==> config.mk <==
export PLATFORM = sky130hd
export DESIGN_NAME = hssi_mbox_cmd_engine
export DESIGN_NICKNAME = d
export VERILOG_FILES = /design/src/rtl/hssi_mbox_pkg.sv /design/src/rtl/hssi_mbox_cmd_engine.sv
export SDC_FILE = /design/constraint.sdc
export NUM_CORES = 1
export LEC_CHECK = 0
export ABC_CLOCK_PERIOD_IN_PS = 3920
export CORE_AREA = 2 2 257 259
export CTS_CLUSTER_DIAMETER = 60
export DETAILED_ROUTE_END_ITERATION = 10
export DIE_AREA = 0 0 259 261
export PLACE_DENSITY = 0.56
export SETUP_SLACK_MARGIN = 0.15
export SYNTH_ARGS = -nofsm -noshare
export SYNTH_HDL_FRONTEND = slang
export SYNTH_SLANG_ARGS = --single-unit
export TNS_END_PERCENT = 20
==> constraint.sdc <==
create_clock -name clk -period 3.92 [get_ports clk]
set_input_delay 0.784 -clock clk [delete_from_list [all_inputs] [get_ports clk]]
set_output_delay 0.784 -clock clk [all_outputs]
set_load 0.1 [all_outputs]
==> src/rtl/hssi_mbox_pkg.sv <==
// Shared definitions for the multi-channel HSSI mailbox command engine.
// Contents:
//   - Mailbox byte offsets, and the 2-bit word select each one maps to.
//   - The host command encoding.
//   - The packed status word returned on a CMD read.
//   - The engine FSM state encoding.
//   - The position of the broadcast flag in ADDRESS.
package hssi_mbox_pkg;

  localparam logic [3:0] MB_CMD_OFFSET     = 4'h0;
  localparam logic [3:0] MB_ADDRESS_OFFSET = 4'h4;
  localparam logic [3:0] MB_RDDATA_OFFSET  = 4'h8;
  localparam logic [3:0] MB_WRDATA_OFFSET  = 4'hC;

  localparam int MB_BCAST_BIT = 31;

  typedef enum logic [1:0] {
    MB_NOOP = 2'd0,
    MB_RD   = 2'd1,
    MB_WR   = 2'd2
  } mb_cmd_e;

  // Bit order matches the CMD read layout:
  // [6] overrun, [5] err, [4] timeout, [3] done, [2] busy, [1:0] cmd.
  typedef struct packed {
    logic       overrun;
    logic       err;
    logic       timeout;
    logic       done;
    logic       busy;
    logic [1:0] cmd;
  } mb_status_t;

  typedef enum logic [1:0] {
    IDLE  = 2'd0,
    ISSUE = 2'd1,
    WAIT  = 2'd2
  } mb_state_e;

  // The host bus carries a word index, so a byte offset maps to that index
  // by dropping its low two bits.
  function automatic logic [1:0] mb_word_sel(input logic [3:0] offset);
    return offset[3:2];
  endfunction

endpackage

==> src/rtl/hssi_mbox_cmd_engine.sv <==
// Multi-channel HSSI mailbox command engine.
//
// Host software writes the ADDRESS, WRDATA and CMD words. A legal command
// issues one request to a traffic-controller channel, or a broadcast write
// to every channel. The engine then waits for the acknowledges under a
// timeout. It returns read data in RDDATA and keeps sticky status in CMD.
//
// Ports:
//   clk, rst    : clock; synchronous active-high reset.
//   csr_wr/rd   : host write and read strobes.
//   csr_addr    : word select (0=CMD, 1=ADDRESS, 2=RDDATA, 3=WRDATA).
//   csr_wdata   : host write data.
//   csr_rdata   : host read data, with csr_rvalid, one cycle after csr_rd.
//   tc_req      : per-channel request pulse (one-hot, or all ones on broadcast).
//   tc_wr       : marks the request as a write.
//   tc_addr     : TC register address.
//   tc_wdata    : TC write data.
//   tc_ack      : per-channel acknowledge pulses.
//   tc_rdata    : per-channel read data, channel i at [i*DATA_W +: DATA_W].
//
// Handshake: a request is a single-cycle tc_req pulse. It is complete when
// every requested channel has pulsed tc_ack while the engine is in WAIT.
// An ack seen in any other state, or on a channel that is not pending, is
// dropped.
module hssi_mbox_cmd_engine
  import hssi_mbox_pkg::*;
#(
  parameter int NUM_CH    = 16,
  parameter int DATA_W    = 32,
  parameter int TC_ADDR_W = 16,
  parameter int TIMEOUT   = 1024
) (
  input  logic                     clk,
  input  logic                     rst,
  input  logic                     csr_wr,
  input  logic                     csr_rd,
  input  logic [1:0]               csr_addr,
  input  logic [DATA_W-1:0]        csr_wdata,
  output logic [DATA_W-1:0]        csr_rdata,
  output logic                     csr_rvalid,
  output logic [NUM_CH-1:0]        tc_req,
  output logic                     tc_wr,
  output logic [TC_ADDR_W-1:0]     tc_addr,
  output logic [DATA_W-1:0]        tc_wdata,
  input  logic [NUM_CH-1:0]        tc_ack,
  input  logic [NUM_CH*DATA_W-1:0] tc_rdata
);

  localparam logic [1:0] SEL_CMD     = mb_word_sel(MB_CMD_OFFSET);
  localparam logic [1:0] SEL_ADDRESS = mb_word_sel(MB_ADDRESS_OFFSET);
  localparam logic [1:0] SEL_RDDATA  = mb_word_sel(MB_RDDATA_OFFSET);
  localparam logic [1:0] SEL_WRDATA  = mb_word_sel(MB_WRDATA_OFFSET);

  localparam int             CNT_W    = (TIMEOUT > 2) ? $clog2(TIMEOUT) : 1;
  localparam logic [CNT_W-1:0] CNT_LAST = CNT_W'(TIMEOUT - 1);
  localparam logic [4:0]     NUM_CH_L = 5'(NUM_CH);

  mb_state_e          state;
  mb_status_t         status_q;
  logic [DATA_W-1:0]  addr_q;
  logic [DATA_W-1:0]  wrdata_q;
  logic [DATA_W-1:0]  rddata_q;
  logic [NUM_CH-1:0]  pending;
  logic [CNT_W-1:0]   cnt;
  logic [3:0]         snap_ch;
  logic               snap_rd;

  logic               cmd_wr;
  logic [1:0]         cmd_in;
  logic [3:0]         ch_in;
  logic               bcast_in;
  logic               illegal;
  logic [NUM_CH-1:0]  req_mask;
  logic [NUM_CH-1:0]  pend_next;
  logic [DATA_W-1:0]  sel_rdata;
  logic [DATA_W-1:0]  rd_word;

  always_comb begin
    cmd_wr    = csr_wr && (csr_addr == SEL_CMD);
    cmd_in    = csr_wdata[1:0];
    ch_in     = addr_q[TC_ADDR_W+3:TC_ADDR_W];
    bcast_in  = addr_q[MB_BCAST_BIT];
    // Command value 3 is undefined. A broadcast read has no single source
    // for its data. A channel index past NUM_CH-1 has no TC behind it.
    illegal   = (cmd_in == 2'd3)
             || (!bcast_in && ({1'b0, ch_in} >= NUM_CH_L))
             || (bcast_in && (cmd_in == MB_RD));
    req_mask  = bcast_in ? {NUM_CH{1'b1}} : (NUM_CH'(1) << ch_in);
    pend_next = pending & ~tc_ack;
    sel_rdata = tc_rdata[int'(snap_ch)*DATA_W +: DATA_W];
  end

  always_comb begin
    rd_word = '0;
    case (csr_addr)
      SEL_CMD:     rd_word = DATA_W'(status_q);
      SEL_ADDRESS: rd_word = addr_q;
      SEL_RDDATA:  rd_word = rddata_q;
      SEL_WRDATA:  rd_word = wrdata_q;
      default:     rd_word = '0;
    endcase
  end

  always_ff @(posedge clk) begin
    if (rst) begin
      state      <= IDLE;
      status_q   <= '0;
      addr_q     <= '0;
      wrdata_q   <= '0;
      rddata_q   <= '0;
      pending    <= '0;
      cnt        <= '0;
      snap_ch    <= '0;
      snap_rd    <= 1'b0;
      csr_rdata  <= '0;
      csr_rvalid <= 1'b0;
      tc_req     <= '0;
      tc_wr      <= 1'b0;
      tc_addr    <= '0;
      tc_wdata   <= '0;
    end else begin
      // The read sees register values from before any write in the same
      // cycle.
      csr_rvalid <= csr_rd;
      if (csr_rd) csr_rdata <= rd_word;

      // ADDRESS and WRDATA stay writable while busy. The TC side uses the
      // copies taken at issue, so these writes only affect the next command.
      if (csr_wr && (csr_addr == SEL_ADDRESS)) addr_q   <= csr_wdata;
      if (csr_wr && (csr_addr == SEL_WRDATA))  wrdata_q <= csr_wdata;

      tc_req <= '0;

      if ((state != IDLE) && cmd_wr && (cmd_in != MB_NOOP))
        status_q.overrun <= 1'b1;

      case (state)
        IDLE: begin
          if (cmd_wr) begin
            if (csr_wdata[6]) status_q.overrun <= 1'b0;
            if (cmd_in != MB_NOOP) begin
              status_q.cmd     <= cmd_in;
              status_q.done    <= 1'b0;
              status_q.timeout <= 1'b0;
              status_q.err     <= 1'b0;
              if (illegal) begin
                status_q.err  <= 1'b1;
                status_q.done <= 1'b1;
              end else begin
                state         <= ISSUE;
                status_q.busy <= 1'b1;
                tc_req        <= req_mask;
                tc_wr         <= (cmd_in == MB_WR);
                tc_addr       <= addr_q[TC_ADDR_W-1:0];
                tc_wdata      <= wrdata_q;
                snap_ch       <= ch_in;
                snap_rd       <= (cmd_in == MB_RD);
              end
            end
          end
        end

        ISSUE: begin
          pending <= tc_req;
          cnt     <= '0;
          state   <= WAIT;
        end

        WAIT: begin
          pending <= pend_next;
          if (snap_rd && tc_ack[snap_ch] && pending[snap_ch])
            rddata_q <= sel_rdata;
          // An ack that empties the pending mask wins over the terminal count.
          if (pend_next == '0) begin
            status_q.done <= 1'b1;
            status_q.busy <= 1'b0;
            state         <= IDLE;
          end else if (cnt == CNT_LAST) begin
            status_q.timeout <= 1'b1;
            status_q.done    <= 1'b1;
            status_q.busy    <= 1'b0;
            if (snap_rd) rddata_q <= '1;
            state            <= IDLE;
          end else begin
            cnt <= cnt + 1'b1;
          end
        end

        default: state <= IDLE;
      endcase
    end
  end

endmodule

Word level (Yosys, flattened, before mapping). Index checks and enable logic that the tools add are counted.

Reductions and logical operators: 24. Eq/ne operators: 16. Shift-type cells: 2. Magnitude comparators: 1. Muxes and demuxes: 31. Add/sub/neg operators: 1. Bitwise logic cells: 6.

Operators by type and width (number): $shiftx A512 B10 Y32 (1); $mux W32 (4); $pmux W32 S4 (1); $pmux W16 S2 (1); $mux W10 (2); $pmux W10 S2 (1); $and A16 B16 Y16 (1); $logic_not A16 Y1 (1); $mux W16 (1); $not A16 Y16 (1); $shl A1 B4 Y16 const A (1); $mux W2 (7); $ne A2 B2 Y1 const B (6); $reduce_and A4 Y1 (3); $add A10 B1 Y10 const B (1); $eq A10 B10 Y1 const B (1); $eq A2 B2 Y1 const B (5); $reduce_and A5 Y1 (2); $bmux W1 S4 (2); $logic_and A1 B1 Y1 (8); $reduce_bool A2 Y1 (4); $mux W1 (7); $mux W7 (1); $eq A2 B1 Y1 const B (3); 11 further kinds (16).

Register bits: 234. Bits of input ports: 566.

Logic depth before layout (Yosys ltp). Gate-level depths: netlist of run 1.

Word-level depth: 8. Mapped depth: 8.

Worst setup path before layout of run 1. OpenSTA, ideal clock, no wires.

Path type: input port to flip-flop. Start point: in csr_wdata[0]. End point: reg tc_req[10]. Required time: 3.855 ns. Data arrival time: 2.122 ns. Stages: 7. Slack: 1.733 ns. Path buffers: 2. Cell sequence: buf_2 nor2_1 nand4b_1 a21oi_2 nand2_1 clkbuf_1 nor2_1.

Cells in the longest elaborated chain, start to end: 4.

Ends and longest elaborated chain: start, declared (line hssi_mbox_cmd_engine.sv:38) `input logic [DATA_W-1:0] csr_wdata,`; $eq A2 B1 Y1 (line hssi_mbox_cmd_engine.sv:87) `|| (bcast_in && (cmd_in == MB_RD));`; $logic_and A1 B1 Y1 (line hssi_mbox_cmd_engine.sv:87); $logic_or A1 B1 Y1 (line hssi_mbox_cmd_engine.sv:87); $reduce_or A5 Y1 (no source line) (*); end signal, assigned (line hssi_mbox_cmd_engine.sv:152) `tc_req <= req_mask;`; end, declared (line hssi_mbox_cmd_engine.sv:41) `output logic [NUM_CH-1:0] tc_req,`.

Mark *: on every way between the ends. The rest lies on a longest branch, timed or not. A chain may end at the register's enable or synchronous reset.

Final worst setup path of run 1.
Start point: reg tc_req[9]. End point: out tc_req[9].

No word-level cell between the ends.

==> results.py, run 1 <==
metrics = {
    "timing": {
        "setup_viol": 0,
        "hold_slack_ns": 0.451,
        "final.setup_skew_ns": 0.00621,
        "slew_headroom": 0.261,
        "period_needed_ns": 2.94,
        "worst_slew_pin_slew_ns": 1.10,
        "final-hold-violation-count": 0,
        "setup_tns_ns": 0,
        "rsz0062_at_grt": "false",
        "timing.final.crit_share": 0.751,
        "fmaxAchievable_ghz": 0.340,
        "slew_viol_final": 0,
        "worst_slack_ns": 0.976,
    },
    "critical_path": {
        "crit_arrival_ns": 2.16,
        "required_ns": 3.14,
        "start_kind": "flip-flop",
        "r2r_end": "rddata_q[9]$_SDFFE_PP0N_",
        "rrSetupSlack_ns": 1.11,
        "critPathLaunch": "tc_req[9]$_SDFF_PP0_",
        "path_cells": "clkdlybuf4s50_1",
        "end_kind": "primary output",
        "slowest_stage": "clkdlybuf4s50_1",
        "crit_type": "flip-flop to primary output",
        "r2r_cells": 6,
        "path_buf_inv": 1,
        "crit_fanout": 2,
        "path_delay_family": "buffers and inverters",
        "cpPeakStageDelay_ns": 1.20,
        "timing.rr.start": "snap_ch[1]$_SDFFE_PP0P_",
    },
    "die": {
        "die_h_um": 261,
        "die_area_mm2": 0.0676,
        "die_x_um": 259,
        "rows": 94,
        "core_area_mm2": 0.0650,
        "start_util": 0.202,
        "ios": 664,
    },
    "logic_synthesis": {
        "ys_ff_latch": 234,
        "yosysWarnings": 0,
        "synthAdderAreaFrac": 0.00477,
        "syn_area_per_cell_um2": 10.1,
        "synth_commonest_cells": "nand2_1 (287), dfxtp_1 (234), mux4_2 (167)",
        "yosys.cell_count.top_type": "nand2_1",
        "synth_top_area_frac": 0.357,
        "synth_compound_area_frac": 0.137,
        "synth.area.top_cells": "dfxtp_1 (36%), mux4_2 (29%), nand2_1 (8.2%), a21oi_1 (5.3%), nor2_1 (2.4%)",
        "synth_cell_types": 47,
        "syn-cell-area_mm2": 0.0131,
        "synth_edf_count": 0,
        "synthArstFlopShare": 0,
        "synth_xor_area_frac": 0.00534,
        "syn_inst": 1303,
        "synth_fp_nets": 1874,
        "ys_seq_area_frac": 0.357,
        "synth-simple-area-share": 0.135,
        "synthMuxAreaShare": 0.314,
        "ys.flop_type": "dfxtp_1",
        "synth_area_leader_cell": "dfxtp_1",
        "synth_top_family_by_area": "multiplexers",
    },
    "final_layout": {
        "fillCellCount": 6533,
        "drive_above_1_share": 0.147,
        "finalInstanceArea_mm2": 0.0215,
        "fin_nets": 2467,
        "synthToLayoutAreaGrowth_pct": 63.6,
        "final_util": 0.330,
    },
    "routing": {
        "antenna_left": 0,
        "dr.first_iter.drc_count": 1064,
        "wl_per_cell_um": 25.4,
        "dr.pass1.iters": 5,
        "drcViolationCount": 0,
        "route.vias.total": 13500,
        "finalWirelength_um": 70800,
        "avgViaCountPerCell": 4.82,
    },
    "grt": {
        "grt_util_all_layers": 0.199,
        "overflow": 0,
        "grt_pass1_wl_um": 97100,
        "grt_pass1_vias": 13200,
        "antenna_found_initial": 34,
        "grt_max_degree": 89,
    },
    "outcome": {
        "status": "complete, no violations",
    },
    "min_path": {
        "hold_end": "tc_wdata[30]$_SDFFE_PP0P_",
        "min_delay_path_depth": 2,
        "hp-start": "tc_wdata[30]$_SDFFE_PP0P_",
        "min_path_type": "flip-flop to flip-flop",
    },
    "power": {
        "powerDensity_mw_per_mm2": 290,
        "leakage_nw": 6.94,
        "ir_worst_vdd_mv": 0.294,
    },
    "place": {
        "pre_cts_ws_ns": 0.683,
        "portBuffers": 663,
        "routabilityCongestion": 0.896,
        "hpwl_um": 58600,
        "placed_area_mm2": 0.0206,
    },
    "cts": {
        "cts.sinks": 234,
        "htree_num_levels": 1,
        "tritoncts": "yes",
        "cts_resized": 0,
        "postCtsSetupRepairBufs": 0,
        "clk_pin_slew_worst_paths_ns": 0.06,
        "worst_skew_pair.late_latency_ns": 0.53,
        "cts-buffers-inserted": 24,
        "root_buffer": "clkbuf_16",
        "clockBufferDepth": 3,
        "hold_buffers": 0,
    },
    "job": {
        "cap_viol_max_count": 0,
    },
}
[worst max-delay path by stage]
stage               slack (ns)  cells after the start                         to
floorplan                 1.73                      7      tc_req[10]$_SDFF_PP0_
CTS                       0.97                      1                  tc_req[6]
detailed placement        0.68                      6       tc_req[8]$_SDFF_PP0_
global route              0.89                      6  rddata_q[16]$_SDFFE_PP0N_
finish                    0.98                      1                  tc_req[9]
global placement          0.79                      8  rddata_q[21]$_SDFFE_PP0N_
[state kept, by name (all words and copies together) (netlist names), 2 cells and up]
register / cells
addr_q: 32
cnt: 10
csr_rdata: 32
pending: 16
rddata_q: 32
snap_ch: 4
state: 2
status_q: 7
tc_addr: 16
tc_req: 16
tc_wdata: 32
wrdata_q: 32
[area by class of cell]
type | instances | area [µm²] | share of cell area
Sequential cell | 234 | 4690 | 0.219
Timing Repair Buffer | 691 | 6890 | 0.321
Clock inverter | 12 | 168 | 0.00781
Tap cell | 864 | 1080 | 0.0504
Multi-Input combinational cell | 932 | 7860 | 0.366
Antenna cell | 12 | 30.0 | 0.00140
Inverter | 13 | 48.8 | 0.00227
Clock buffer | 32 | 702 | 0.0327
[layout by cell type, fill, tap and decap left out, types with 4 or more instances in the layout]
master,netlist,routed
xnor2_1,8,8
mux4_2,167,167
mux2i_1,8,8
nor3_1,5,5
nor4_1,7,7
nor2b_1,7,6
inv_1,12,11
a31oi_1,8,7
clkdlybuf4s50_1,0,655
ha_1,5,5
buf_4,0,27
nand2_1,287,287
a211oi_1,27,27
dfxtp_1,234,231
o21ai_0,24,24
mux2_2,25,25
nor2_1,83,83
bufinv_16,0,4
clkbuf_16,0,25
buf_12,0,5
nand2b_1,12,12
diode_2,0,12
clkbuf_8,0,5
clkinv_2,0,5
nand3_1,14,14
a2bb2oi_1,32,32
o2111ai_1,6,6
a22oi_1,41,41
a21oi_1,138,138
[logic make-up after synthesis]
| group | count (synthesis) |
|---|---|
| simple gates | 432 |
| compound gates | 287 |
| flops | 234 |
| mux | 200 |
| buf+inv | 137 |
| xor+xnor | 8 |
| fa+ha+maj | 5 |
[per-stage QoR]
| step | power, mW | instances |
|---|---|---|
| 3_5_place_dp | 3.74 | 2734 |
| 4_1_cts | 6.27 | 2778 |
| 5_1_grt | 6.42 | 2784 |
| 6_report | 6.22 | 2790 |
| 2_1_floorplan | 2.96 | 1303 |
| 3_3_place_gp | 3.73 | 2734 |
[per-layer routing]
| metal | up-vias | global-route usage | wire [µm] |
|---|---|---|---|
| met1 | 6628 | 0.267 | 29800 |
| met5 | - | 0 | 57 |
| met3 | 98 | 0.0424 | 5440 |
| met2 | 670 | 0.326 | 34200 |
| li1 | 6045 | - | - |
| met4 | 10 | 0.0514 | 1280 |
[power by group]
group / switching [mW] / internal (mW) / leakage (nW) / total, mW
clock: 1.00 / 1.52 / 0.431 / 2.53
sequential: 0.0410 / 2.42 / 1.90 / 2.46
combinational: 0.509 / 0.719 / 4.61 / 1.23
(Power assumes the default switching activity.)
==> run 2: changes to the inputs <==
- ABC_CLOCK_PERIOD_IN_PS: 3920 -> 2950
- CORE_AREA: 2 2 257 259 -> 2 2 259 261
- DIE_AREA: 0 0 259 261 -> 0 0 261 263
- clock period: 3.92 -> 2.95 ns (I/O delays scaled with it)
==> run 2 against run 1 <==
Effect of this change:
- combinational power is 34% higher
- sequential share of layout area grew 0.097 points
- via count decreased by 0.56%
- register-to-register slack worse by 0.68 ns
- die area rose by 1.5%
- final area decreased by 0.44%
- non-clock buffer count up 6
- routed wire length up 4.5%
- critical endpoint is now pending[8]$_SDFFE_PP0P_
- largest cell class unchanged
==> results.py, run 2 (same netlist as run 1, synthesis figures left out) <==
metrics = {
    "timing": {
        "slew_viol_final": 0,
        "timing.final.crit_share": 0.855,
        "setup_tns_ns": 0,
        "final.setup_skew_ns": 0.0153,
        "final-hold-violation-count": 0,
        "fmaxAchievable_ghz": 0.396,
        "rsz0062_at_grt": "false",
        "setup_viol": 0,
        "slew_headroom": 0.0912,
        "worst_slew_pin_slew_ns": 1.36,
        "period_needed_ns": 2.52,
    },
    "critical_path": {
        "start_kind": "flip-flop",
        "crit_arrival_ns": 2.99,
        "crit_type": "flip-flop to flip-flop",
        "critPathLaunch": "state[0]$_SDFFE_PP0P_",
        "required_ns": 3.42,
        "crit_fanout": 17,
        "end_kind": "flip-flop",
        "timing.rr.start": "state[0]$_SDFFE_PP0P_",
    },
    "die": {
        "rows": 94,
        "start_util": 0.200,
        "die_h_um": 263,
        "core_area_mm2": 0.0656,
        "die_area_mm2": 0.0686,
        "die_x_um": 261,
        "ios": 664,
    },
    "routing": {
        "avgViaCountPerCell": 4.79,
        "wl_per_cell_um": 26.5,
        "antenna_left": 0,
        "drcViolationCount": 0,
        "dr.first_iter.drc_count": 867,
        "dr.pass1.iters": 5,
        "finalWirelength_um": 74000,
        "route.vias.total": 13400,
    },
    "cts": {
        "root_buffer": "clkbuf_16",
        "worst_skew_pair.late_latency_ns": 0.53,
        "htree_num_levels": 1,
        "cts.sinks": 234,
        "hold_buffers": 0,
        "clk_pin_slew_worst_paths_ns": 0.06,
        "postCtsSetupRepairBufs": 0,
        "cts-buffers-inserted": 25,
        "clockBufferDepth": 3,
        "cts_resized": 0,
        "tritoncts": "yes",
    },
    "final_layout": {
        "synthToLayoutAreaGrowth_pct": 62.8,
        "fin_nets": 2474,
        "final_common_cell": "clkdlybuf4s50_1",
        "finalInstanceArea_mm2": 0.0214,
        "drive_above_1_share": 0.198,
        "layout_common_cells": "clkdlybuf4s50_1 (561), nand2_1 (287), dfxtp_1 (231)",
    },
    "power": {
        "power_switching_mw": 2.07,
        "leakage_nw": 7.19,
        "ir_worst_vdd_mv": 0.324,
        "powerDensity_mw_per_mm2": 383,
        "power_mw": 8.19,
        "clkPwrFrac": 0.400,
        "swShare": 0.253,
        "seqPwrFrac": 0.399,
        "cellInternalPower_mw": 6.12,
        "pwr-share-comb": 0.201,
    },
    "place": {
        "portBuffers": 663,
        "routabilityCongestion": 0.915,
        "hpwl_um": 61100,
        "placed_area_mm2": 0.0205,
    },
    "grt": {
        "grt_max_degree": 178,
        "grt_util_all_layers": 0.209,
        "overflow": 0,
        "grt_pass1_wl_um": 103000,
        "antenna_found_initial": 28,
        "grt_pass1_vias": 13500,
    },
    "min_path": {
        "min_path_type": "flip-flop to flip-flop",
        "hp-start": "tc_wdata[17]$_SDFFE_PP0P_",
    },
    "job": {
        "cap_viol_max_count": 0,
    },
    "outcome": {
        "status": "complete, no violations",
    },
}
-- run 2: cell types whose count changed in the layout (fill, tap and decap cells not counted), sizes merged --
cell and delta:
buf +100, bufinv -1, clkdlybuf4s50 -94, diode -4, clkinv +1
-- run 2: layer usage --
metal | vias to the layer above | routed length (µm) | global-route usage
met1 | 6690 | 30900 | 0.270
li1 | 6052 | - | -
met5 | - | 88 | 0
met2 | 531 | 37000 | 0.363
met3 | 89 | 4570 | 0.0356
met4 | 14 | 1480 | 0.0432
-- run 2: final timing paths --
kind                               endpoint  slack, ns  depth (start not counted)
hold / removal    tc_wdata[17]$_SDFFE_PP0P_       0.45                          2
setup / recovery    pending[8]$_SDFFE_PP0P_       0.43                          6
setup reg to reg    pending[8]$_SDFFE_PP0P_       0.43                          6
hold reg to reg   tc_wdata[17]$_SDFFE_PP0P_       0.45                          2
-- run 2: area by class of cell --
type,instances,area [µm²]
repair buffers,697,6820
multi-input cells,932,7860
inverters,13,48.8
diodes,8,20.0
flip-flops and latches,234,4690
well taps,864,1080
clock inverters,12,148
fillers,6714,44300
clock buffers,32,702
-- run 2: power groups by stage --
stage	sequential [mW]	combinational [mW]	clock [mW]
floorplan	3.49	0.436	0
global placement	3.33	1.65	0
detailed placement	3.34	1.65	0
CTS	3.26	1.66	3.36
global route	3.27	1.74	3.47
finish	3.27	1.65	3.28
-- run 2: stage by stage --
step                cells   util  setup WS [ns]  hold slack (ns)
floorplan            1303      -          0.957            0.432
global placement     2740  0.312          0.242            0.443
detailed placement   2740  0.312          0.247            0.447
CTS                  2784  0.325          0.507            0.456
global route         2790  0.326          0.337            0.472
finish               2792  0.326          0.426            0.454
-- run 2: critical path, stage by stage (launching register included) --
cell and delay, ns:
dfxtp_1 0.41, inv_1 0.09, ha_1 0.29, buf_4 0.21, nor2b_1 1.08, a22oi_1 0.25
nor2_1 0.13
